===== config.mk =====
export PLATFORM = sky130hd
export DESIGN_NAME = sync_fifo
export DESIGN_NICKNAME = d
export VERILOG_FILES = /design/src/rtl/sync_fifo.sv
export SDC_FILE = /design/constraint.sdc
export NUM_CORES = 1
export LEC_CHECK = 0
export ABC_AREA = 1
export BUFFER_PORTS_ARGS = -buffer_cell sky130_fd_sc_hd__buf_4
export CAP_MARGIN = 20
export CORE_ASPECT_RATIO = 1.4
export CORE_UTILIZATION = 23
export CTS_CLUSTER_DIAMETER = 200
export CTS_CLUSTER_SIZE = 14
export DETAILED_ROUTE_END_ITERATION = 10
export PLACE_DENSITY_LB_ADDON = 0.3
export SKIP_CTS_REPAIR_TIMING = 1
export SLEW_MARGIN = 20
export SYNTH_ARGS = -nofsm -noshare
export SYNTH_HDL_FRONTEND = slang
export SYNTH_SLANG_ARGS = --single-unit

===== constraint.sdc =====
create_clock -name clk -period 1.4 [get_ports clk]
set_input_delay 0.21 -clock clk [delete_from_list [all_inputs] [get_ports clk]]
set_output_delay 0.21 -clock clk [all_outputs]
set_load 0.02 [all_outputs]

===== src/rtl/sync_fifo.sv =====
// Synchronous FIFO with wrap-bit pointers; push when full and pop when empty are ignored.
module sync_fifo #(
  parameter int WIDTH = 8,
  parameter int DEPTH = 4
) (
  input  logic             clk,
  input  logic             rst_n,
  input  logic             push,
  input  logic             pop,
  input  logic [WIDTH-1:0] din,
  output logic [WIDTH-1:0] dout,
  output logic             full,
  output logic             empty
);

  localparam int AW = $clog2(DEPTH);
  localparam logic [AW:0] PTR_ONE = {{AW{1'b0}}, 1'b1};

  logic [AW:0]      wr_ptr_q, wr_ptr_d;
  logic [AW:0]      rd_ptr_q, rd_ptr_d;
  logic [WIDTH-1:0] mem_q [DEPTH];

  // Top pointer bit distinguishes full from empty when the index bits coincide
  assign empty = (wr_ptr_q == rd_ptr_q);
  assign full  = (wr_ptr_q[AW] != rd_ptr_q[AW]) && (wr_ptr_q[AW-1:0] == rd_ptr_q[AW-1:0]);
  assign dout  = mem_q[rd_ptr_q[AW-1:0]];

  always_comb begin
    wr_ptr_d = wr_ptr_q;
    rd_ptr_d = rd_ptr_q;
    if (push && !full)  wr_ptr_d = wr_ptr_q + PTR_ONE;
    if (pop  && !empty) rd_ptr_d = rd_ptr_q + PTR_ONE;
  end

  always_ff @(posedge clk) begin
    if (!rst_n) begin
      wr_ptr_q <= '0;
      rd_ptr_q <= '0;
    end else begin
      wr_ptr_q <= wr_ptr_d;
      rd_ptr_q <= rd_ptr_d;
    end
  end

  always_ff @(posedge clk) begin
    if (push && !full) mem_q[wr_ptr_q[AW-1:0]] <= din;
  end

endmodule


---- Word-level counts from Yosys, hierarchy flattened ----
Memories as Yosys holds them, arrays and structs flattened. A register that Yosys moved wholly into a read port is not among the register bits.
Cells that the tools add are included.
word-level totals
  latch bits .............................. 0
  RAM bits ................................ 32
  logic and storage cells ................. 17
  register bits after elaboration ......... 6
  memories ................................ 1
  bits in read-only memories .............. 0
  output and inout port bits .............. 10
  input port bits ......................... 12
memory list
  name   depth  bits a word  rd ports  clocked after Yosys merged registers in  write ports  RTL line  source
  mem_q  4      8            1         1                                        1            21        logic [WIDTH-1:0] mem_q [DEPTH];
operators by class
  eq/ne operators ......................... 3
  shift operators ......................... 0
  $add $sub $neg .......................... 2
  div/mod/pow operators ................... 0
  order comparisons ....................... 0
  multiplexer cells ....................... 4
  bitwise gates (word level) .............. 0
  reduce and logical (&&, ||, !) cells .... 5
  multiply operators ...................... 0
operators by type and width
  operator                                     number
  adder 3 x 1 -> 3 bit, second input constant  2
  two-way mux 2 bit                            2
  == test 3 bit                                1
  logical AND 1 bit                            3
  == test 2 bit                                1
  zero test 1 bit                              2
  two-way mux 1 bit                            2
  != test 1 bit                                1

---- Logic depth before layout (Yosys ltp) ----
  depth after elaboration ................. 6
  depth in mapped cells ................... 8

---- Least setup slack after synthesis ----
No wires, ideal clock.
  path type ............................... reg-to-reg
  start ................................... reg wr_ptr_q[1]
  end ..................................... mem mem_q[0][0], enable pin
  clock period less this slack ............ 1.489 ns
  slack ................................... -0.089 ns
  path buffers ............................ 0
  arrival ................................. 1.119 ns
  setup time .............................. 0.371 ns
  cell stages (with the launch flop) ...... 7
  required time ........................... 1.029 ns
  cell sequence ........................... dfxtp_1 > inv_2 > nand2_1 > nand2_4 > nand3_2 > nand2_4 > nor2_1
on the way
  word-level cells in the longest chain between the ends .. 6
ends and longest elaborated chain
  item                                     RTL line  source
  start: declaration                       19        logic [AW:0] wr_ptr_q, wr_ptr_d;
  start signal: assignment                 40        wr_ptr_q <= wr_ptr_d;
  == test 2 bit                            25        assign full = (wr_ptr_q[AW] != rd_ptr_q[AW]) && (wr_ptr_q[AW-1:0] == rd_ptr_q[AW-1:0]);
  logical AND 1 bit                        25
  zero test 1 bit                          46        if (push && !full) mem_q[wr_ptr_q[AW-1:0]] <= din;
  logical AND 1 bit                        46
  two-way mux 1 bit                        46
  two-way mux 1 bit (not written as such)  46
  end: declaration                         21
Several ways; a longest one is shown, not always the timed one.

==> impl_metrics.yaml <==
status:
  status: "finished with violations"
  failed_checks: "negative setup slack"
die:
  rows: 36
  die_width_um: 74.2
  initial_core_util_pct: 23.9
  die_h_um: 103
  core_um2: 7030
  dieArea_um2: 7650
  ios: 22
synthesis:
  netlist_instances: 150
  yosysMostFrequentCell: "edfxtp_1"
  yosysTopAreaCell: "edfxtp_1"
  synth_seq_cells: 40
  synthArstFlopShare_pct: 0
  synthTopCellsByArea: "edfxtp_1, dfxtp_1, nor2_1"
  syn_avg_cell_area_um2: 11.2
  yosysSeqAreaShare_pct: 66.8
  synth_commonest_cells: "edfxtp_1, nor2_1, nand2_1"
  synthFlopType: "edfxtp_1"
  postSynthNetCount: 167
  yosysWarnings: 0
  syn_area_um2: 1680
  synth_edf_count: 32
  synth_cell_types: 18
  netlist.area_leader.share_pct: 57.3
routing:
  drc: 0
  dr.pass1.iters: 4
  ant_nets: 0
  wl_per_cell_um: 12.2
  drt_iter0_markers: 25
  finalWirelength_mm: 3.56
  vias_per_cell: 4.08
  vias: 1187
setup_path:
  crit_family: "flip-flops"
  end_kind: "output port"
  path_buf_inv: 2
  slowest_delay_ps: 410
  worst-setup-path-type: "reg2out"
  r2r_end: "mem_q[3][3]"
  r2r-start: "wr_ptr_q[0]"
  path_cells: "buf_12 > o21ai_2 > o22ai_2 > buf_6"
  r2r_cells: 8
  rrSetupSlack_ps: 60
  worstPathRequired_ps: 1190
  critPathMaxFanout: 8
  cp-start-kind: "register"
  critPathSlowestCell: "dfxtp_4"
  arrival_ps: 1250
grt:
  grt_max_degree: 17
  grt_antenna_before_repair: 0
  grt.total_usage_pct: 9.50
  overflow: 0
  grt_pass1_wl_mm: 5.24
  grt_pass1_vias: 1141
clock_network:
  numCtsBuffers: 5
  cts_tree: "yes"
  h-tree-depth: 2
  cts_sinks: 40
  clk_pin_slew_ps: 80
  clkLatencyLatePin_ps: 290
  cts-root-buf: "clkbuf_8"
  cts_buffer_depth: 2
timing:
  fmax_mhz: 686
  tightest_slew_ps: 183
  rsz0062_at_grt: "true"
  fin_crit_sh_pct: 104
  hold_violations: 0
  tns_ps: -366
  drv_slew: 0
  finClkSkew_ps: 3.22
  maxSlewHeadroom_pct: 87.7
  setup_viol: 8
  min_period_ps: 1460
  fin_ws_ps: -58.1
placed_design:
  numPortBuffers: 21
  place_area_um2: 2050
  dp_hpwl_mm: 2.31
  routabilityCongestion: 0.769
  pre_cts_ws_ps: 22.1
finish:
  syn_to_final_growth_pct: 47.0
  n_antenna_cell: 0
  final_nets: 212
  drive_gt1_share_pct: 51.0
  fin_area_um2: 2470
  final_util_pct: 35.1
hold_path:
  hold_path_class: "in2reg"
  holdPathEnd: "mem_q[1][5]"
  min_path_cells: 1
  min_from: "din[5]"
pwr:
  powerDensity_nw_per_um2: 1310
  p_leak_nw: 0.970
  peakVddDrop_mv: 0.532
job:
  drv_cap: 0
through the flow:
stage	hold slack (ps)	power [mW]	cells
floorplan	309	1.77	150
global placement	415	2.06	275
detailed placement	417	2.06	275
finish	119	3.23	291
global route	110	3.37	291
CTS	115	2.97	283
cell usage in the layout, fill, tap and decap left out, drive strengths merged:
cell	netlist	routed
clkbuf	0	7
inv	16	16
nor2	31	31
ha	5	5
bufinv	0	1
buf	2	39
a21oi	1	1
o22ai	8	8
nand3	3	3
edfxtp	32	32
nand2	28	28
dfxtp	8	8
clkinv	0	1
o21ai	16	16
per-layer routing:
layer  global-route usage (%)  wire (µm)  vias to the layer above
met1                     9.32       1470                      568
met3                     3.03        135                        4
met2                     17.7       1900                       19
li1                         -          -                      596
met5                        0          0                        -
met4                     4.44         56                        0
worst max-delay path by stage:
stage | start | endpoint | slack (ps) | cells past startpoint
final | register | dout[1] | -60 | 4
after CTS | register | dout[4] | -240 | 4
after global placement | rd_ptr_q[0] | mem_q[1][6] | 30 | 7
after global routing | register | dout[1] | -120 | 4
after detailed placement | rd_ptr_q[0] | mem_q[2][6] | 20 | 7
after floorplan | wr_ptr_q[1] | mem_q[0][0] | -90 | 6
layout make-up:
type	count	area, µm²
Fill cell	720	4560
Sequential cell	40	1140
Multi-Input combinational cell	92	633
Timing Repair Buffer	40	395
Tap cell	95	119
Clock buffer	6	72.6
Inverter	16	67.6
Clock inverter	2	35.0
where the power goes:
group	internal, mW	switching (mW)
Sequential	1.36	0.0691
Combinational	0.428	0.460
Clock	0.529	0.386
Total	2.32	0.915
state kept, by name (all words and copies together) (netlist names), named ones only:
name / cells
rd_ptr_q: 3
wr_ptr_q: 3
mem_q: 32
kinds of logic after synthesis:
| family | after synthesis | share of synthesized area (%) |
|---|---|---|
| compound gates | 25 | 8.05 |
| fa+ha+maj | 5 | 3.73 |
| flops | 40 | 66.8 |
| simple gates | 62 | 17.1 |
| buf+inv | 18 | 4.32 |
No activity file was read; power rests on OpenSTA's default activity.
